### config.mk
export PLATFORM = sky130hd
export DESIGN_NAME = regfile_scan_reader
export DESIGN_NICKNAME = d
export VERILOG_FILES = /design/src/rtl/regfile_scan_reader.sv
export SDC_FILE = /design/constraint.sdc
export NUM_CORES = 1
export LEC_CHECK = 0
export ABC_AREA = 0
export ABC_CLOCK_PERIOD_IN_PS = 4740
export CORE_AREA = 5 5 50 56
export CTS_BUF_LIST = sky130_fd_sc_hd__clkbuf_4 sky130_fd_sc_hd__clkbuf_8 sky130_fd_sc_hd__clkbuf_16
export DETAILED_ROUTE_END_ITERATION = 10
export DIE_AREA = 0 0 55 61
export MAX_ROUTING_LAYER = met4
export PLACE_DENSITY_LB_ADDON = 0.2
export SYNTH_ARGS = -nofsm -noshare
export SYNTH_HDL_FRONTEND = slang
export SYNTH_SLANG_ARGS = --single-unit
### constraint.sdc
create_clock -name clk -period 4.74 [get_ports clk]
set_input_delay 0.948 -clock clk [delete_from_list [all_inputs] [get_ports clk]]
set_output_delay 0.948 -clock clk [all_outputs]
set_load 0.01 [all_outputs]
### src/rtl/regfile_scan_reader.sv
// Read-side sequencer that walks a 2**D x W register file and streams (addr, data) beats.
// Optional checksum of the streamed data is built only when REGFILE_SCAN_CSUM_EN is defined.
module regfile_scan_reader #(
  parameter int W = 8,
  parameter int D = 3
) (
  input  logic         clk,
  input  logic         rst_n,
  input  logic         start,
  input  logic         hold,
  output logic [D-1:0] read_addr,
  input  logic [W-1:0] rd_data,
  output logic [D-1:0] dump_addr,
  output logic [W-1:0] dump_data,
  output logic         dump_valid,
  input  logic         dump_ready,
  output logic         busy,
  output logic         done,
  output logic [W-1:0] csum
);

  typedef enum logic [1:0] {
    IDLE,
    READ,
    SEND,
    DONE
  } state_t;

  // One extra index bit keeps the last address distinct from a wrapped zero.
  localparam logic [D:0] LAST = {1'b0, {D{1'b1}}};
  localparam logic [D:0] ONE  = {{D{1'b0}}, 1'b1};

  state_t     state;
  state_t     state_next;
  logic [D:0] index;
  logic       accept;

  assign accept = (state == SEND) && dump_ready;

  always_ff @(posedge clk or negedge rst_n) begin
    if (!rst_n) begin
      state <= IDLE;
    end else begin
      state <= state_next;
    end
  end

  always_comb begin
    state_next = state;
    case (state)
      IDLE: if (start) state_next = READ;
      READ: if (!hold) state_next = SEND;
      SEND: if (dump_ready) state_next = (index == LAST) ? DONE : READ;
      DONE: state_next = IDLE;
      default: state_next = IDLE;
    endcase
  end

  always_ff @(posedge clk or negedge rst_n) begin
    if (!rst_n) begin
      index     <= '0;
      dump_addr <= '0;
      dump_data <= '0;
    end else begin
      case (state)
        IDLE: if (start) index <= '0;
        READ: begin
          if (!hold) begin
            dump_addr <= index[D-1:0];
            dump_data <= rd_data;
          end
        end
        SEND: if (dump_ready && (index != LAST)) index <= index + ONE;
        default: ;
      endcase
    end
  end

  always_comb begin
    read_addr  = '0;
    dump_valid = 1'b0;
    busy       = 1'b1;
    done       = 1'b0;
    case (state)
      IDLE: busy = 1'b0;
      READ: read_addr = index[D-1:0];
      SEND: begin
        read_addr  = index[D-1:0];
        dump_valid = 1'b1;
      end
      DONE: done = 1'b1;
      default: busy = 1'b0;
    endcase
  end

`ifdef REGFILE_SCAN_CSUM_EN
  // Accumulates only on accepted beats, so the sum holds steady from done until the next start.
  always_ff @(posedge clk or negedge rst_n) begin
    if (!rst_n) begin
      csum <= '0;
    end else if ((state == IDLE) && start) begin
      csum <= '0;
    end else if (accept) begin
      csum <= csum + dump_data;
    end
  end
`else
  assign csum = '0;
`endif

endmodule
==> summary.txt, run 1 <==
Worst hold path
  • Hold endpoint: index[3]
  • Worst min path class: register to register
  • Hold depth: 1
  • Hold path start: index[3]

Power and ir drop
  • Combinational power share: 53.4%
  • Cell Int Power: 455 uW
  • Reg power frac: between 30% and 40%
  • Sw Ratio: 34.9%
  • PD cells: 563 nW/um^2
  • Clock Power Share: a little under an eighth
  • Sw power: about 240 uW
  • Leakage: 0.000564 uW
  • VDD IR max: 0.328 mV

Global route
  • Vias in the first global route: ~740
  • GRT Total Usage: 13.1%
  • Global route overflow: 0
  • Initial antenna violation count: 0
  • Largest net degree at the start of global routing: 18
  • First-pass GRT wire length: 3.10 mm

Setup path
  • Worst Reg-to-Reg Cells: 4
  • Startpoint types: register
  • WS Path Type: register to primary output
  • R2r endpoint: dump_addr[0]
  • WP data arrival: 1.88 ns
  • Cell Chain, Critical Path: inv_1 > ha_1 > clkdlybuf4s50_1
  • Setup crit end kind: primary output
  • WP buf/inv: 2
  • Reg2reg start: state[1]
  • Register-to-register setup slack: 2.78 ns
  • Largest stage delay, worst path: 0.63 ns
  • Delay-heaviest family, CP: buffers and inverters
  • Critical path required time: 3.79 ns
  • Max FO, Critical Path: 11
  • Slowest cell on the critical path: clkdlybuf4s50_1
  • Setup crit start: state[0]

Drt
  • Met3 WL: 128 um
  • ANT nets after route: 0
  • Drc violations: 0
  • Vias post-DR: 664
  • Met1 WL: 798 um
  • Top layer in use: met3
  • WL/cell: 13.4 um
  • Starting DRT DRC Count: 24
  • Drt first pass iters: 3
  • Routed vias/inst: 4.85
  • Wirelength, routed: around 1.8 mm
  • WL met2: 909 um

Yosys
  • Post-synth EDFFs: 0
  • Synth Instances: 77
  • Syn Area/Cell: 12.0 um^2
  • Synth Flop Type: dfrtp_1
  • Seq cells post-synth: 17
  • Yosys warns: 0
  • Cell Area, Synth: 927 um^2
  • Library cells used by synthesis: 27
  • Sequential fraction of the synthesis area: 45.9%
  • Async SR Flop Fraction: 100%

Clock tree
  • CTS sink count: 17
  • Worst skew pair latency: approximately 0.28 ns
  • Post-CTS Hold Buffers: 0
  • CTS tree: yes
  • Total CTS buffers: 3
  • Post_cts resized: 0
  • Post-CTS Repair Setup Buffers: 0
  • Worst-path clk slew: 0.09 ns
  • Clk buf depth: 2
  • # H-tree levels: 1
  • Root Driver: clkbuf_4

STA
  • Final Hold Viols: 0
  • WHS: 0.515 ns
  • Max Fclk: 354 MHz
  • Setup TNS: 0 ns
  • Final Setup Violations: 0
  • Max-slew violations: 0
  • Final clock skew: 0.000677 ns
  • Tcrit/Tclk final: 59.6%
  • Rel. slew slack: 38.1%
  • Tmin final: 2.82 ns
  • Slew at the pin closest to its max-slew limit: 0.927 ns
  • Unrepaired setup endpoints after global routing: no

Final layout
  • Layout cells sized above 1: 20.6%
  • Nets: 126
  • Fillers: 191
  • Layout area overhead: 33.9%
  • Antenna cells: 0

Floorplan
  • Top Ports: 38
  • Row count: 18
  • Die area: about 3400 um^2
  • Die height: 61 um
  • Starting density of the core: 42.4%
  • Die width: 55 um
  • Core area: 2180 um^2

Run status
  • Status: finished, final reports clean

Job
  • Total of max-cap violations: 0

Place
  • PortBufs: 29
  • Gpl congestion: between 0.7 and 0.8
  • DPL Wire Length: around 1.5 mm
final cells by class:
cell class	count	area, um^2	share of cell area, %
Timing Repair Buffer	29	290	23.4
Sequential cell	17	425	34.3
Inverter	3	11.3	0.907
Tap cell	30	37.5	3.02
Multi-Input combinational cell	54	447	36.0
Clock buffer	4	30.0	2.42
sequential cells by signal (all words and copies together) (netlist names):
signal,cells
dump_data,8
index,4
dump_addr,3
state,2
routing by layer:
metal,vias up,GRT usage (%)
met5,-,-
met4,0,4.17
met3,0,2.70
met2,26,22.8
met1,318,14.9
li1,320,-
layout by cell type, fill, tap and decap left out, drive strengths merged, types with 2 or more instances in the layout:
cell	n
a41oi	2
clkdlybuf4s50	29
clkbuf	4
a21oi	2
nand2	2
and4	2
a31oi	2
nor3	2
dfrtp	17
ha	5
and2	3
conb	8
nand2b	2
nor2b	3
mux2	12
inv	3
cell usage after synthesis (2+ instances only):
cell type / count / area share [%]
nand2b_1: 2 / 1.3
mux2_2: 12 / 15
inv_1: 3 / 1.2
buf_4: 8 / 6.5
ha_1: 5 / 6.7
nand2_1: 2 / 0.81
and2_1: 2 / 1.3
buf_2: 2 / 1.1
a31oi_1: 2 / 1.3
a21oi_1: 2 / 1.1
nor2b_1: 3 / 2.0
nor3_1: 2 / 1.1
a41oi_1: 2 / 1.9
dfrtp_1: 17 / 46
stage by stage:
stage	setup slack [ns]	utilization, %	area (um^2)	cells	power (uW)
final	1.92	56.8	1240	137	698
after global placement	2.09	55.4	1210	133	615
after CTS	1.90	56.8	1240	137	710
after global routing	1.80	56.8	1240	137	754
after detailed placement	2.08	55.4	1210	133	625
after floorplan	2.85	-	953	84	458
worst register-to-register path, delay by kind of cell (launching register included):
family | cells | cell delay, ns
simple gates | 1 | 0.74
fa+ha+maj | 1 | 0.16
buf+inv | 1 | 0.10
mux | 1 | 0.42
flops | 1 | 0.44
cells by family after synthesis:
| group | synth area share (%) |
|---|---|
| adder cells (fa/ha/maj) | 6.75 |
| multiplexers | 15.7 |
| other | 0.404 |
| AND/OR/NAND/NOR | 14.6 |
| flip-flops | 45.9 |
| AO/OA/AOI/OAI | 7.96 |
| buffers and inverters | 8.77 |
power groups by stage:
stage | sequential, uW | combinational [uW] | clock, uW
after floorplan | 262 | 196 | 0
after global placement | 246 | 369 | 0
after detailed placement | 248 | 376 | 0
after CTS | 247 | 379 | 84.4
after global routing | 254 | 409 | 90.5
final | 246 | 373 | 79.6
worst max-delay path by stage:
stage,endpoint,slack [ns],depth (start not counted)
after floorplan,read_addr[2],2.85,3
after global placement,dump_addr[2],2.09,3
after detailed placement,dump_data[1],2.08,3
after CTS,dump_valid,1.90,3
after global routing,dump_valid,1.80,3
final,dump_valid,1.92,3
Power figures use the tool's default switching activity.
==> run 2: changes to the inputs <==
- ABC_CLOCK_PERIOD_IN_PS: 4740 -> 2600
- CORE_AREA: 5 5 50 56 -> 5 5 51 58
- DIE_AREA: 0 0 55 61 -> 0 0 56 63
- clock period: 4.74 -> 2.6 ns (I/O delays scaled with it)
==> summary.txt, run 2 (same netlist as run 1, synthesis figures left out) <==
STA
  • Max-slew violations: 0
  • Unrepaired setup endpoints after global routing: no
  • Slew at the pin closest to its max-slew limit: around 0.73 ns
  • Rel. slew slack: 51.1%
  • Tcrit/Tclk final: roughly nine tenths
  • Max Fclk: 423 MHz
  • Final Setup Violations: 0
  • WHS: 0.513 ns
  • Final clock skew: 0.00207 ns
  • Final Hold Viols: 0
  • Tmin final: 2.36 ns
  • Final worst slack: 0.236 ns
  • Setup TNS: 0 ns

Clock tree
  • Clk buf depth: 2
  • Total CTS buffers: 3
  • Post_cts resized: 0
  • # H-tree levels: 1
  • Root Driver: clkbuf_4
  • Worst skew pair latency: around 0.28 ns
  • Post-CTS Repair Setup Buffers: 0
  • Post-CTS Hold Buffers: 0
  • Worst-path clk slew: around 0.090 ns
  • CTS tree: yes
  • CTS sink count: 17

Setup path
  • Register-to-register setup slack: roughly 0.9 ns
  • CP Depth: 3
  • Setup crit start: state[0]
  • WP data arrival: about 1.8 ns
  • Reg2reg start: state[0]
  • R2r endpoint: index[0]
  • Max FO, Critical Path: 11
  • WS Path Type: register to primary output
  • WP buf/inv: 2
  • Setup crit end kind: primary output
  • Cell Chain, Critical Path: inv_1 > ha_1 > clkdlybuf4s50_1
  • Delay-heaviest family, CP: buffers and inverters
  • CP endpoint: dump_valid
  • Worst Reg-to-Reg Cells: 5
  • Slowest cell on the critical path: clkdlybuf4s50_1
  • Critical path required time: 2.08 ns
  • Startpoint types: register
  • Largest stage delay, worst path: 0.62 ns

Final layout
  • Nets: roughly 130
  • Sequential Area: 425 um^2
  • Fillers: 225
  • Layout cells sized above 1: 21.3%
  • Biggest regs: dump_data: 8 flops, index: 4 flops, dump_addr: 3 flops
  • Utilization after layout: a little over half
  • Area occupied by multi-input gates: 447 um^2
  • Largest Register: dump_data
  • Antenna cells: 0
  • Max reg flops: 8
  • Layout area overhead: 34.8%
  • Commonest non-fill, non-tap cell in the layout: clkdlybuf4s50_1
  • Most frequent cells in the layout: 29 x clkdlybuf4s50_1, 17 x dfrtp_1, 12 x mux2_2

Place
  • Gpl congestion: 0.746
  • PortBufs: 29
  • DP Worst Slack: 0.530 ns
  • DPL Wire Length: 1.50 mm

Drt
  • Starting DRT DRC Count: 8
  • Vias post-DR: roughly 650
  • Drt first pass iters: 4
  • WL/cell: 13.5 um
  • ANT nets after route: 0
  • Routed vias/inst: 4.71
  • Drc violations: 0
  • Wirelength, routed: 1.88 mm

Global route
  • M2 GR Usage: 19.0%
  • First-pass GRT wire length: 3.22 mm
  • Routing usage on met1: 13.7%
  • Vias in the first global route: 739
  • GRT Total Usage: 11.9%
  • M3 GR Usage: 3.51%
  • Largest net degree at the start of global routing: 18
  • Global route overflow: 0
  • Initial antenna violation count: 0
  • Grt peak-use layer: met2

Floorplan
  • Starting density of the core: 39.4%
  • Die width: between 50 and 60 um
  • Top Ports: 38
  • Row count: 19
  • Core area: 2350 um^2
  • Die area: 3530 um^2
  • Die height: 63 um

Power and ir drop
  • Leakage: 0.000570 uW
  • PD cells: slightly above 1000 nW/um^2
  • Design Power: around 1300 uW
  • VDD IR max: 0.599 mV

Job
  • Total of max-cap violations: 0

Worst hold path
  • Hold path start: dump_data[3]
  • Worst min path class: register to register

Run status
  • Status: finished, final reports clean
==> run 2: cell types whose count changed in the layout (fill, tap and decap cells not counted), sizes merged <==
cell  before  now
buf        0    1
==> run 2: power breakdown <==
| part | switching, uW | leakage (uW) | internal [uW] |
|---|---|---|---|
| clock | 75.2 | 0.0000184 | 69.9 |
| combinational | 298 | 0.000338 | 394 |
| sequential | 74.1 | 0.000214 | 371 |
| total | 447 | 0.000570 | 835 |
==> run 2: per-stage QoR <==
stage | instance area (um^2) | std cells
floorplan | 953 | 84
global placement | 1220 | 135
detailed placement | 1220 | 135
CTS | 1250 | 139
global route | 1250 | 139
finish | 1250 | 139
==> run 2: routing by layer <==
| metal | vias to the layer above | routed length (um) |
|---|---|---|
| met5 | - | 0 |
| met4 | 0 | 21 |
| met3 | 2 | 113 |
| met2 | 22 | 919 |
| met1 | 304 | 827 |
| li1 | 326 | - |
==> run 2: layout make-up <==
| type | count | area share, % |
|---|---|---|
| clock buffers | 4 | 2.40 |
| inverters | 3 | 0.901 |
| multi-input cells | 54 | 35.7 |
| flip-flops and latches | 17 | 34.0 |
| well taps | 31 | 3.10 |
| repair buffers | 30 | 23.8 |
==> run 2: how the worst min path moves through the flow <==
stage,endpoint,cells after the start,slack (ns)
floorplan,dump_addr[0],0,0.22
global placement,index[3],1,0.49
detailed placement,dump_data[3],1,0.49
CTS,dump_data[3],1,0.52
global route,dump_data[0],1,0.55
finish,dump_data[3],1,0.51
==> run 3: changes to the inputs <==
- SKIP_CTS_REPAIR_TIMING: default -> 1
==> results of run 3 <==
Final layout, timing and power as in run 2 (identical DEF).
